`config.mk`:
```
export PLATFORM = sky130hd
export DESIGN_NAME = ex_mem_reg
export DESIGN_NICKNAME = d
export VERILOG_FILES = /design/src/rtl/ex_mem_reg.sv
export SDC_FILE = /design/constraint.sdc
export NUM_CORES = 1
export LEC_CHECK = 0
export ABC_AREA = 1
export BUFFER_PORTS_ARGS = -buffer_cell sky130_fd_sc_hd__buf_2
export CAP_MARGIN = 0
export CORE_MARGIN = 5
export CORE_UTILIZATION = 35
export DETAILED_ROUTE_END_ITERATION = 8
export PLACE_DENSITY_LB_ADDON = 0.08
export SYNTH_ARGS = -nofsm -noshare
export SYNTH_HDL_FRONTEND = slang
export SYNTH_SLANG_ARGS = --single-unit
```
`constraint.sdc`:
```
create_clock -name i_clk -period 2.3 [get_ports i_clk]
set_clock_uncertainty 0.15 [all_clocks]
set_input_delay 0.115 -clock i_clk [delete_from_list [all_inputs] [get_ports i_clk]]
set_output_delay 0.115 -clock i_clk [all_outputs]
set_load 0.01 [all_outputs]
```
`src/rtl/ex_mem_reg.sv`:
```
// EX/MEM pipeline register: captures EX results and control for the MEM stage,
// with stall/flush, natural-alignment fault capture and saturating load/store counters.
module ex_mem_reg #(
    parameter int unsigned NB_WIDTH = 32,
    parameter int unsigned NB_REG   = 5,
    parameter int unsigned NB_CNT   = 16
) (
    input  logic                i_clk,
    input  logic                i_reset,
    input  logic                i_valid,
    input  logic [NB_WIDTH-1:0] i_alu_result,
    input  logic [NB_WIDTH-1:0] i_rt_data,
    input  logic [NB_REG-1:0]   i_rd_addr,
    input  logic                i_mem_read,
    input  logic                i_mem_write,
    input  logic [2:0]          i_BHW,
    input  logic                i_reg_write,
    input  logic                i_mem_to_reg,
    input  logic                i_halt,
    input  logic                i_stall,
    input  logic                i_flush,
    input  logic                i_exc_clear,
    output logic                o_valid,
    output logic [NB_WIDTH-1:0] o_mem_addr,
    output logic [NB_WIDTH-1:0] o_mem_data,
    output logic                o_mem_read_CU,
    output logic                o_mem_write_CU,
    output logic [2:0]          o_BHW_CU,
    output logic [NB_REG-1:0]   o_rd_addr,
    output logic                o_reg_write,
    output logic                o_mem_to_reg,
    output logic                o_halt,
    output logic                o_misalign,
    output logic [NB_WIDTH-1:0] o_bad_addr,
    output logic [NB_CNT-1:0]   o_load_count,
    output logic [NB_CNT-1:0]   o_store_count
);

    logic addr_bad;
    logic misaligned;
    logic take;
    logic capture;
    logic load_inc;
    logic store_inc;

    // Alignment check and qualification of the instruction being captured
    always_comb begin
        addr_bad = 1'b0;
        case (i_BHW[1:0])
            2'b00:   addr_bad = 1'b0;
            2'b01:   addr_bad = i_alu_result[0];
            default: addr_bad = |i_alu_result[1:0];
        endcase
        misaligned = i_valid & (i_mem_read | i_mem_write) & addr_bad;
        take       = i_valid & ~misaligned;
        capture    = ~i_stall & ~i_flush;
        load_inc   = capture & take & i_mem_read  & (o_load_count  != '1);
        store_inc  = capture & take & i_mem_write & (o_store_count != '1);
    end

    // Pipeline payload and control
    always_ff @(posedge i_clk or negedge i_reset) begin
        if (!i_reset) begin
            o_valid        <= 1'b0;
            o_mem_addr     <= '0;
            o_mem_data     <= '0;
            o_mem_read_CU  <= 1'b0;
            o_mem_write_CU <= 1'b0;
            o_BHW_CU       <= 3'b000;
            o_rd_addr      <= '0;
            o_reg_write    <= 1'b0;
            o_mem_to_reg   <= 1'b0;
            o_halt         <= 1'b0;
        end else if (i_flush) begin
            o_valid        <= 1'b0;
            o_mem_addr     <= '0;
            o_mem_data     <= '0;
            o_mem_read_CU  <= 1'b0;
            o_mem_write_CU <= 1'b0;
            o_BHW_CU       <= 3'b000;
            o_rd_addr      <= '0;
            o_reg_write    <= 1'b0;
            o_mem_to_reg   <= 1'b0;
            o_halt         <= 1'b0;
        end else if (!i_stall) begin
            o_valid        <= take;
            o_mem_addr     <= i_alu_result;
            o_mem_data     <= i_rt_data;
            o_mem_read_CU  <= take & i_mem_read;
            o_mem_write_CU <= take & i_mem_write;
            o_BHW_CU       <= i_BHW;
            o_rd_addr      <= i_rd_addr;
            o_reg_write    <= take & i_reg_write;
            o_mem_to_reg   <= i_valid & i_mem_to_reg;
            o_halt         <= take & i_halt;
        end
    end

    // Sticky fault: a new fault beats a coincident clear and reloads the address
    always_ff @(posedge i_clk or negedge i_reset) begin
        if (!i_reset) begin
            o_misalign <= 1'b0;
            o_bad_addr <= '0;
        end else if (!i_stall) begin
            if (!i_flush && misaligned) begin
                o_misalign <= 1'b1;
                if (!o_misalign || i_exc_clear) begin
                    o_bad_addr <= i_alu_result;
                end
            end else if (i_exc_clear) begin
                o_misalign <= 1'b0;
            end
        end
    end

    // Saturating debug counters, cleared only by reset
    always_ff @(posedge i_clk or negedge i_reset) begin
        if (!i_reset) begin
            o_load_count  <= '0;
            o_store_count <= '0;
        end else begin
            if (load_inc) begin
                o_load_count <= o_load_count + NB_CNT'(1);
            end
            if (store_inc) begin
                o_store_count <= o_store_count + NB_CNT'(1);
            end
        end
    end

endmodule

```
[After elaboration in Yosys (flattened, before gate mapping)]
Index checks and enable logic that the tools add are counted.
Word-level totals
  register bits: 143
  output and inout port bits: 143
  logic and storage cells: 70
Cells by class
  add/subtract/negate cells: 2
  equality and inequality tests: 4
  muxes and demuxes: 23
  bitwise gates (word level): 18
  reductions and logical operators: 9
Operators by type and width (count)
  two-way mux 32 bit: 4
  adder 16 x 1 -> 16 bit, second input constant: 2
  inequality test 16 bit, second input constant: 2
  bitwise AND 1 bit: 14
  two-way mux 1 bit: 14
  two-way mux 5 bit: 2
  two-way mux 3 bit: 2
  inverter 1 bit: 3
  AND reduction 3 bit: 1
  == test 2 x 1 -> 1 bit, second input constant: 1
  zero test 1 bit: 2
  zero test 2 bit: 1
  inequality test 2 x 1 -> 1 bit, second input constant: 1
  one-hot mux 1 bit (2 select lines): 1
  AND reduction 2 bit: 1
  nonzero test 2 bit: 1
  OR reduction 2 bit: 1
  logical AND 1 bit: 1
  logical OR 1 bit: 1
  OR 1 bit: 1

[Logic depth before layout (Yosys ltp)]
Gate-level depths: netlist of run 1.
  depth after elaboration: 8
  gate-level depth with buffers: 9
  depth with buffers taken out: 8

[Least setup slack after synthesis of run 1]
Ideal clock, no wire load.
  path type: flip-flop to flip-flop
  from: register o_store_count[0]
  to: register o_store_count[5]
  arrival time: 1509 ps
  setup slack: 518 ps
  stages on the path, launching flop included: 10
  buffers on the path: 1
  clock period less this slack: 1782 ps
  cells stage by stage: dfrtp_1 -> ha_1 -> nand3_2 -> nor2_4 -> nand2_4 -> nor2_8 -> nor2_4 -> buf_6 -> nand2_1 -> nand2_1
Between the ends
  longest elaborated chain between the ends: 2
Ends and longest elaborated chain
  start: declaration: RTL line 36  | output logic [NB_CNT-1:0] o_store_count
  start signal: assignment: RTL line 126  | o_store_count <= o_store_count + NB_CNT'(1);
  parallel branches: the longest is 2 deep, another holds adder 16 x 1 -> 16 bit
Several ways; the timed one is not identified.
A chain may end at the register's enable or synchronous reset.

[Worst setup path in the final report of run 1]
  from: input i_stall
  to: register o_load_count[1]
Between the ends
  longest elaborated chain between the ends: 5
Ends and longest elaborated chain
  start: declaration: RTL line 20  | input logic i_stall,
  inverter 1 bit (no source line)
  bitwise AND 1 bit: RTL line 56  | capture = ~i_stall & ~i_flush;
  bitwise AND 1 bit (3 in series): RTL line 57  | load_inc = capture & take & i_mem_read & (o_load_count != '1);
  end signal: assignment: RTL line 123  | o_load_count <= o_load_count + NB_CNT'(1);
  end: declaration: RTL line 35  | output logic [NB_CNT-1:0] o_load_count,
Every way passes these cells.

==> metrics.md, run 1 <==
| Metric | Value |
|---|---|
| Total area of sequential cells | `3580 sq um` |
| Core area | `between 15,000 and 20,000 sq um` |
| DR iter-0 viols | `242` |
| Crit path capture type | `register` |
| Syn Area/Cell | `9.31 sq um` |
| Synth top area share | `0.578` |
| Worst slew margin | `0.572` |
| Hold Vio Cnt, Final | `0` |
| # hold bufs at CTS | `slightly above 80` |
| Cts bufs inserted | `17` |
| Layout fillers | `1,578` |
| Post-Synthesis Cells | `665` |
| RSZ-0062 raised after global routing | `no` |
| Full die area | `20,500 sq um` |
| Min Tclk post-route | `2.01 ns` |
| Pin count of the biggest net entering global routing | `65` |
| Yosys warns | `0` |
| Routed WL | `between 15 and 20 mm` |
| CP Max Fanout | `38` |
| Top Registers | `o_bad_addr (32), o_mem_addr (32), o_mem_data (32)` |
| PnR worst setup slack | `slightly below 0.3 ns` |
| Pre-antenna DRT Iters | `4` |
| Grt ovf | `0` |
| Post-route cell area | `9020 sq um` |
| Cell taking the most area after synthesis | `dfrtp_1` |
| Antenna Cells | `0` |
| Mux share of post-synthesis cell area | `0` |
| CTS tree | `yes` |
| Wire per inst | `15.1 um` |
| Largest family of logic cells by synthesized area | `simple AND/OR/NAND/NOR gates` |
| Netlist Area Pre-Place | `6190 sq um` |
| CP required | `2.50 ns` |
| I/O pin count | `226` |
| Ys async rst share | `1.00` |
| Gpl congestion | `~0.84` |
| DR vias | `5,658` |
| Clk pin slew, worst setup/hold paths | `roughly 0.060 ns` |
| Most frequent cell after synthesis | `nand2_1` |
| Fmax | `499 MHz` |
| Power Dens Cells | `between 700 and 800 nW/um^2` |
| Max Cap Viol | `0` |
| Compound-cell area share of the yosys netlist | `0.139` |
| Post-DP HPWL | `around 13 mm` |
| Final Max Slew Viols | `0` |
| Root Driver | `clkbuf_16` |
| Antenna-violating nets left | `0` |
| Initial core utilization | `0.357` |
| Port bufs | `225` |
| Share of layout cells above drive strength 1 | `0.288` |
| # rows | `48` |
| Setup Fix Bufs, Post-CTS | `0` |
| Max H-tree Level | `4` |
| Multi-input gate area | `2240 sq um` |
| Final TNS setup | `0 ns` |
| Mapped Nets | `750` |
| Global-route usage over all layers | `0.182` |
| Lkg Pwr | `approximately 4.8 nW` |
| Worst hold margin | `0.0457 ns` |
| Xor/xnor share of the synthesized area | `0.0212` |
| Simple-Gate Fraction of Synth Area | `0.197` |
| Largest cells by area after synthesis | `dfrtp_1 58%, nand2_1 12%, o21ai_0 7.3%, a22o_1 5.7%, inv_1 3.6%` |
| Maximum vdd drop | `around 490 uV` |
| Clock Latency Late Sink | `0.41 ns` |
| Via/cell ratio | `4.68` |
| Final Setup Violations | `0` |
| Synth top cells by count | `199 x nand2_1, 143 x dfrtp_1, 90 x o21ai_0, 60 x inv_1, 40 x a22o_1` |
| Synth unique cells | `26` |
| Most used DFF post-synth | `dfrtp_1` |
| Post-Synth Adder-Cell Area | `0.00404` |
| Initial antenna violation count | `0` |
| Number of enable flip-flop cells after synthesis | `0` |
| Tcrit/Tclk final | `0.872` |
| Worst Path Arrival | `2.20 ns` |
| Place WS | `0.405 ns` |
| Chip width | `143 um` |
| CTS Sinks | `143` |
| Critical setup path kind | `primary input to register` |
| Tightest Hold Check Type | `primary input to register` |
| Synth-to-Final Area Change | `45.6%` |
| Die Span Y | `143 um` |
| Post-DP Area | `7540 sq um` |
| Global-route wire length before repair | `29.6 mm` |
| PostCTS Resize Cnt | `0` |
| CTS max path bufs | `2` |
| Status | `completed` |
| # nets final | `1,055` |
| Worst slew pin tran | `0.642 ns` |
| Vias in the first global route | `5,823` |
| Critical path launch point type | `primary input` |
| Remaining DRCs | `0` |
| Part of the Yosys area used for sequential elements | `0.578` |
| Synth Register Bits | `143` |
logic make-up after synthesis:
logic type	after synthesis
and+or+nand+nor	274
DFF	143
AOI/OAI and AO/OA	142
buffers and inverters	89
xor gates and xnor gates	15
adders and majority gates	2
critical path, cell delays in order:
cell and delay (ns):
dlygate4sd3_1 0.54, buf_2 0.13, or2_4 0.41, nor2_8 0.22
nand3_4 0.21, nor2_4 0.37, nand2_1 0.10, nand2_1 0.08
cells in the final DEF (no fill, tap or decap), drive strengths merged:
master         n
buf          232
nand2        202
dfrtp        143
o21ai        102
dlygate4sd3   82
inv           63
nor2          41
a22o          40
nand3         19
clkbuf        18
nand4         11
xor2          10
xnor2          5
bufinv         5
clkinvlp       4
clkinv         3
ha             2
or2            1
power breakdown:
group / switching, W / internal (W) / total [W]
sequential: 0.000188 / 0.00277 / 0.00296
clock: 0.00108 / 0.00195 / 0.00303
combinational: 0.000575 / 0.000472 / 0.00105
metal layers:
metal,vias up,track usage,wire [um]
met1,2708,0.230,7850
met5,-,0,0
met4,0,0.0660,315
met3,21,0.0539,1240
li1,2777,-,-
met2,152,0.298,8890
cell type report:
type | instances | area share
tap | 225 | 0.0312
multi-input combinational | 433 | 0.249
clock buffer | 18 | 0.0487
sequential | 143 | 0.397
inverter | 61 | 0.0254
timing repair buffer | 314 | 0.225
clock inverter | 14 | 0.0236
stage by stage:
step,power [W],cells,util
6_report,0.00703,1208,0.519
5_1_grt,0.00736,1208,0.519
4_1_cts,0.00713,1208,0.519
3_5_place_dp,0.00395,1094,0.435
3_3_place_gp,0.00394,1094,0.435
2_1_floorplan,0.00343,665,-
path summary, 6_finish.rpt:
kind | from | to | slack [ns] | cells past startpoint
worst max-delay path | i_stall | o_load_count[1] | 0.29 | 8
min in group asynchronous | i_reset | o_store_count[0] | 0.07 | 2
worst min register to register | o_bad_addr[26] | o_bad_addr[26] | 0.33 | 2
max in group asynchronous | i_reset | o_bad_addr[23] | 1.22 | 3
worst max register to register | o_store_count[0] | o_store_count[6] | 0.38 | 8
worst min-delay path | i_valid | o_mem_to_reg | 0.05 | 4
No activity file was read; power rests on OpenSTA's default activity.
==> run 2: changes to the inputs <==
--- a/config.mk
+++ b/config.mk
@@ -10,6 +10,7 @@
 export CAP_MARGIN = 0
 export CORE_MARGIN = 5
 export CORE_UTILIZATION = 35
+export CTS_BUF_LIST = sky130_fd_sc_hd__clkbuf_2 sky130_fd_sc_hd__clkbuf_4 sky130_fd_sc_hd__clkbuf_8
 export DETAILED_ROUTE_END_ITERATION = 8
 export PLACE_DENSITY_LB_ADDON = 0.08
 export SYNTH_ARGS = -nofsm -noshare
==> run 2 against run 1 <==
Non-clock buffer count rose by 2. Combinational power barely moved. Cell count increased by 0.17%. Design area fell by 1.9%. Highest routed layer unchanged.
==> metrics.md, run 2 (same netlist as run 1, synthesis figures left out) <==
| Metric | Value |
|---|---|
| CP Max Fanout | `38 (unchanged)` |
| I/O pin count | `226 (unchanged)` |
| Layout fillers | `1,598 (+1.3%)` |
| Place WS | `0.405 ns (unchanged)` |
| Via/cell ratio | `4.69 (+0.22%)` |
| Fmax | `509 MHz (+2.1%)` |
| Total area of sequential cells | `3580 sq um (unchanged)` |
| Most common cell after layout, fill and taps aside | `buf_2` |
| # nets final | `1,057 (+0.19%)` |
| Hold Vio Cnt, Final | `0 (unchanged)` |
| Post-DP Area | `7540 sq um (unchanged)` |
| PnR worst setup slack | `0.336 ns (+0.0421 ns)` |
| Antenna Cells | `0 (unchanged)` |
| Top Registers | `o_bad_addr (32), o_mem_addr (32), o_mem_data (32)` |
| Wire per inst | `15.2 um (about the same)` |
| Final Max Slew Viols | `0 (unchanged)` |
| Share of layout cells above drive strength 1 | `0.287 (-0.000585)` |
| Max Cap Viol | `0 (unchanged)` |
| CTS max path bufs | `2 (unchanged)` |
| Status | `completed` |
| Clk pin slew, worst setup/hold paths | `0.08 ns (+0.02 ns)` |
| Min Tclk post-route | `1.96 ns (-0.0421 ns)` |
| Cts bufs inserted | `17 (unchanged)` |
| Root Driver | `clkbuf_8` |
| Post-route cell area | `8840 sq um (-1.9%)` |
| Gpl congestion | `0.837 (unchanged)` |
| Lkg Pwr | `4.77 nW (-1.6%)` |
| Worst slew margin | `0.573 (+0.000790)` |
| CTS tree | `yes` |
| Global-route wire length before repair | `29.6 mm (-0.12%)` |
| # hold bufs at CTS | `84 (+2.4%)` |
| Worst Path Arrival | `2.19 ns (about the same)` |
| Worst slew pin tran | `0.641 ns (-0.00119 ns)` |
| Tcrit/Tclk final | `0.854 (-0.0183)` |
| Final Setup Violations | `0 (unchanged)` |
| Post-DP HPWL | `12.6 mm (unchanged)` |
| Power Dens Cells | `713 nW/um^2 (-8.6%)` |
| Commonest cells after routing, fill and taps aside | `224 x buf_2, 199 x nand2_1, 143 x dfrtp_1, 90 x o21ai_0, 84 x dlygate4sd3_1` |
| CP required | `2.53 ns (+0.03 ns)` |
| DR vias | `5,680 (+0.39%)` |
| Crit path capture type | `register` |
| Max H-tree Level | `4 (unchanged)` |
| Setup Fix Bufs, Post-CTS | `0 (unchanged)` |
| Clock Latency Late Sink | `0.44 ns (+0.03 ns)` |
| Non-Filler Instances | `1,210 (+0.17%)` |
| Critical path launch point type | `primary input` |
| RSZ-0062 raised after global routing | `no` |
| Global-route usage over all layers | `0.182 (about the same)` |
| Port bufs | `225 (unchanged)` |
| Antenna-violating nets left | `0 (unchanged)` |
| Final TNS setup | `0 ns (unchanged)` |
| PostCTS Resize Cnt | `0 (unchanged)` |
| Vias in the first global route | `5,850 (+0.46%)` |
| CTS Sinks | `143 (unchanged)` |
| Die Span Y | `143 um (unchanged)` |
| Full die area | `20,500 sq um (unchanged)` |
| Worst hold margin | `0.0318 ns (-0.0139 ns)` |
| Initial core utilization | `0.357 (unchanged)` |
| DR iter-0 viols | `249 (+2.9%)` |
| Initial antenna violation count | `0 (unchanged)` |
| Critical setup path kind | `primary input to register` |
| Maximum vdd drop | `456 uV (-7.4%)` |
| Remaining DRCs | `0 (unchanged)` |
| Pre-antenna DRT Iters | `4 (unchanged)` |
| Synth-to-Final Area Change | `42.8%` |
| Pin count of the biggest net entering global routing | `65 (unchanged)` |
| Grt ovf | `0 (unchanged)` |
| Routed WL | `18.3 mm (+0.21%)` |
| Core area | `17,400 sq um (unchanged)` |
| Chip width | `143 um (unchanged)` |
| Multi-input gate area | `2240 sq um (unchanged)` |
| # rows | `48 (unchanged)` |
| Placed Cells | `1,094 (unchanged)` |
| Tightest Hold Check Type | `primary input to async pin` |
[run 2: cell count changes in the layout (fill, tap and decap cells not counted)]
cell / before / now
dlygate4sd3_1: 82 / 84
clkbuf_16: 17 / 0
clkbuf_8: 1 / 18
[run 2: area by class of cell]
type | instances | area share
clock inverter | 14 | 0.0240
sequential | 143 | 0.405
tap | 225 | 0.0318
multi-input combinational | 433 | 0.254
clock buffer | 18 | 0.0280
inverter | 61 | 0.0259
timing repair buffer | 316 | 0.232
[run 2: metal layers]
| metal | track usage | wire length [um] | vias to the layer above |
|---|---|---|---|
| met3 | 0.0633 | 1380 | 22 |
| li1 | - | - | 2779 |
| met5 | 0 | 0 | - |
| met2 | 0.299 | 8840 | 163 |
| met4 | 0.0525 | 293 | 0 |
| met1 | 0.229 | 7830 | 2716 |
[run 2: metrics by stage]
stage                util  total power [W]
floorplan               -          0.00343
global placement    0.435          0.00394
detailed placement  0.435          0.00395
CTS                 0.510          0.00641
global route        0.510          0.00664
finish              0.510          0.00631
[run 2: final timing paths]
kind / start / endpoint / slack [ns] / depth (start not counted)
worst max-delay path: i_stall / o_load_count[1] / 0.34 / 8
worst min-delay path: i_reset / o_store_count[0] / 0.03 / 2
worst max register to register: o_load_count[0] / o_load_count[1] / 0.38 / 8
worst min register to register: o_bad_addr[26] / o_bad_addr[26] / 0.33 / 2
max in group asynchronous: i_reset / o_mem_data[5] / 1.25 / 3
min in group i_clk: i_flush / o_halt / 0.05 / 5
[run 2: power breakdown]
group | total (W) | internal [W] | switching [W]
combinational | 0.00105 | 0.000475 | 0.000575
clock | 0.00231 | 0.00132 | 0.000986
sequential | 0.00295 | 0.00276 | 0.000187
total | 0.00631 | 0.00456 | 0.00175
[run 2: critical path, stage by stage]
cell and delay [ns]:
dlygate4sd3_1 0.55, buf_2 0.14, or2_4 0.41, nor2_8 0.21, nand3_4 0.21, nor2_4 0.37
nand2_1 0.10, nand2_1 0.08
==> run 3: changes to the inputs <==
--- a/config.mk
+++ b/config.mk
@@ -5,7 +5,7 @@
 export SDC_FILE = /design/constraint.sdc
 export NUM_CORES = 1
 export LEC_CHECK = 0
-export ABC_AREA = 1
+export ABC_AREA = 0
 export BUFFER_PORTS_ARGS = -buffer_cell sky130_fd_sc_hd__buf_2
 export CAP_MARGIN = 0
 export CORE_MARGIN = 5
==> run 3 against run 2 <==
Sequential power about the same. Sequential cell count did not move. Fmax down 2.1%. Setup slack got worse by 0.042 ns. Hold slack gained 0.025 ns. Critical path type unchanged. Register-to-register slack got worse by 0.07 ns. Synthesized area shrank 4.1%. Sequential share of layout area rose by 1.2 points. Total power shrank 2.0%. Via count down 17%. Count of clock-buffer cells in the layout grew 6.
==> metrics.md, run 3 <==
| Metric | Value |
|---|---|
| Status | `completed` |
| DR vias | `4,697 (-17%)` |
| Tcrit/Tclk final | `0.872 (+0.0182)` |
| Post-Synthesis Cells | `473 (-29%)` |
| DR iter-0 viols | `154 (-38%)` |
| Tightest Hold Check Type | `primary input to register` |
| RR Startpoint | `o_store_count[0]` |
| Crit-path cells | `dlygate4sd3_1, buf_2, a21oi_1, nor3_2, nand3_2, buf_12, mux2_1` |
| Largest cells by area after synthesis | `dfrtp_1 60%, mux2i_1 13%, nor2_1 5.4%, mux2_2 3.8%, xnor2_1 2.5%` |
| CTS max path bufs | `2 (unchanged)` |
| Yosys warns | `0 (unchanged)` |
| Worst r2r path cells | `6 (-2)` |
| Commonest cells after routing, fill and taps aside | `223 x buf_2, 143 x dfrtp_1, 85 x nor2_1, 82 x dlygate4sd3_1, 75 x mux2i_1` |
| Full die area | `19,700 sq um (-3.8%)` |
| I/O pin count | `226 (unchanged)` |
| Max Cap Viol | `0 (unchanged)` |
| Mapped Nets | `558 (-26%)` |
| Cell taking the most area after synthesis | `dfrtp_1` |
| Crit path capture type | `register` |
| Netlist Area Pre-Place | `5940 sq um (-4.1%)` |
| Part of the Yosys area used for sequential elements | `0.602 (+0.0246)` |
| Most frequent cell after synthesis | `dfrtp_1` |
| Chip width | `140 um (-1.9%)` |
| Share of layout cells above drive strength 1 | `0.371 (+0.0836)` |
| RSZ-0062 raised after global routing | `no` |
| Antenna Cells | `0 (unchanged)` |
| PnR worst setup slack | `0.294 ns (-0.0419 ns)` |
| Grt ovf | `0 (unchanged)` |
| Most common cell after layout, fill and taps aside | `buf_2` |
| Gpl congestion | `0.801 (-4.3%)` |
| Slowest stage delay, CP | `0.56 ns (about the same)` |
| # nets final | `870 (-18%)` |
| Min Tclk post-route | `2.01 ns (+0.0419 ns)` |
| Fmax | `499 MHz (-2.1%)` |
| Synth top cells by count | `143 x dfrtp_1, 85 x nor2_1, 75 x mux2i_1, 20 x mux2_2, 18 x nand2_1` |
| Synth Register Bits | `143 (unchanged)` |
| Synth-to-Final Area Change | `44.7%` |
| PostCTS Resize Cnt | `0 (unchanged)` |
| Post-route cell area | `8590 sq um (-2.8%)` |
| Hold Vio Cnt, Final | `0 (unchanged)` |
| Setup slack on the worst flop-to-flop path | `0.31 ns (-0.07 ns)` |
| Routed WL | `16.0 mm (-13%)` |
| Pre-antenna DRT Iters | `4 (unchanged)` |
| Post-DP Area | `7340 sq um (-2.7%)` |
| Core area | `16,600 sq um (-4.1%)` |
| Via/cell ratio | `4.61 (-1.7%)` |
| Critical path depth | `7 (-1)` |
| CP startpoint | `i_alu_result[0]` |
| Wire per inst | `15.7 um (+3.9%)` |
| Die Span Y | `140 um (-1.9%)` |
| Maximum vdd drop | `366 uV (-20%)` |
| CP Buf/Inv Count | `3 (+1)` |
| Final Max Slew Viols | `0 (unchanged)` |
| Lkg Pwr | `4.58 nW (-3.9%)` |
| Layout fillers | `1,506 (-5.8%)` |
| Number of enable flip-flop cells after synthesis | `0 (unchanged)` |
| Critical path launch point type | `primary input` |
| Worst Path Arrival | `2.18 ns (about the same)` |
| Place WS | `0.328 ns (-0.0779 ns)` |
| Port bufs | `225 (unchanged)` |
| Total power | `0.00618 W (-2.0%)` |
| Syn Area/Cell | `12.6 sq um (+35%)` |
| Pin count of the biggest net entering global routing | `75 (+15%)` |
| Placed Cells | `904 (-17%)` |
| Critical setup path kind | `primary input to register` |
| Delay-heaviest family, CP | `buffers and inverters` |
| CP required | `2.47 ns (-0.06 ns)` |
| Min-delay src | `i_valid` |
| Worst r2r dst | `o_store_count[11]` |
| Clock Latency Late Sink | `0.44 ns (about the same)` |
| Synth top area share | `0.602 (+0.0246)` |
| Non-Filler Instances | `1,018 (-16%)` |
| Initial antenna violation count | `0 (unchanged)` |
| Vias in the first global route | `5,050 (-14%)` |
| Synth unique cells | `38 (+46%)` |
| Remaining DRCs | `0 (unchanged)` |
| Cts bufs inserted | `17 (unchanged)` |
| Root Driver | `clkbuf_8` |
| Global-route wire length before repair | `26.2 mm (-12%)` |
| Ys async rst share | `1.00 (unchanged)` |
| Initial core utilization | `0.357 (about the same)` |
| CTS Sinks | `143 (unchanged)` |
| Global-route usage over all layers | `0.166 (-0.0161)` |
| Post-DP HPWL | `11.2 mm (-11%)` |
| Power Dens Cells | `719 nW/um^2 (+0.86%)` |
| Most used DFF post-synth | `dfrtp_1` |
| Clk pin slew, worst setup/hold paths | `0.07 ns (about the same)` |
| CTS tree | `yes` |
| Max H-tree Level | `4 (unchanged)` |
| Critical Path Slowest Stage Cell | `dlygate4sd3_1` |
| CP endpoint | `o_bad_addr[3]` |
| # rows | `47 (-2.1%)` |
| Antenna-violating nets left | `0 (unchanged)` |
| Final Setup Violations | `0 (unchanged)` |
| CP Max Fanout | `21 (-45%)` |
| Worst slew pin tran | `0.859 ns (+0.218 ns)` |
| Worst slew margin | `0.427 (-0.145)` |
| Final TNS setup | `0 ns (unchanged)` |
| Top Registers | `o_bad_addr (32), o_mem_addr (32), o_mem_data (32)` |
## run 3: worst min-delay path by stage
stage / cells past startpoint / to / slack, ns
after floorplan: 0 / o_BHW_CU[0] / -0.33
after detailed placement: 1 / o_mem_data[22] / 0.00003
after global placement: 1 / o_mem_data[22] / 0.002
after global routing: 3 / o_misalign / 0.04
final: 3 / o_misalign / 0.06
after CTS: 3 / o_misalign / 0.02
## run 3: routing by layer
| layer | GRT usage | up-vias | wire, um |
|---|---|---|---|
| met2 | 0.268 | 138 | 7780 |
| met3 | 0.0515 | 26 | 918 |
| li1 | - | 2245 | - |
| met1 | 0.212 | 2288 | 7010 |
| met4 | 0.0566 | 0 | 320 |
| met5 | 0 | - | 0 |
## run 3: what timing repair did
action	CTS	global route
hold endpoints to repair	218	0
setup endpoints to repair	0	0
hold buffers	82	0
buffers inserted	0	0
## run 3: stage by stage
stage / hold slack [ns] / utilization
2_1_floorplan: -0.331 / -
3_3_place_gp: 0.00213 / 0.441
3_5_place_dp: 0.0000339 / 0.441
4_1_cts: 0.0190 / 0.516
5_1_grt: 0.0406 / 0.516
6_report: 0.0569 / 0.516
## run 3: kinds of logic (layout without fill, tap and decap cells)
logic type / count (synthesis) / count (layout) / synth area share
AOI/OAI and AO/OA: 16 / 16 / 0.0267
buffers and inverters: 29 / 354 / 0.0217
muxes: 107 / 107 / 0.187
xor gates and xnor gates: 26 / 26 / 0.0383
and+or+nand+nor: 150 / 150 / 0.120
adders and majority gates: 2 / 2 / 0.00421
DFF: 143 / 143 / 0.602
## run 3: layout make-up
cell class                 count  area, sq um  area share
clock buffer                  24          330      0.0384
clock inverter                 8          101      0.0118
inverter                       6         22.5     0.00262
multi-input combinational    301         2240       0.260
sequential                   143         3580       0.416
tap                          220          275      0.0320
timing repair buffer         316         2050       0.238
## run 3: power breakdown
| part | internal, W | total, W | switching (W) |
|---|---|---|---|
| logic | 0.000560 | 0.00111 | 0.000553 |
| clock network | 0.00117 | 0.00211 | 0.000946 |
| registers | 0.00279 | 0.00296 | 0.000168 |
## run 3: worst min-delay path: stages
cell     delay, ns
buf_2         0.11
nor3b_4       0.17
a22o_1        0.22
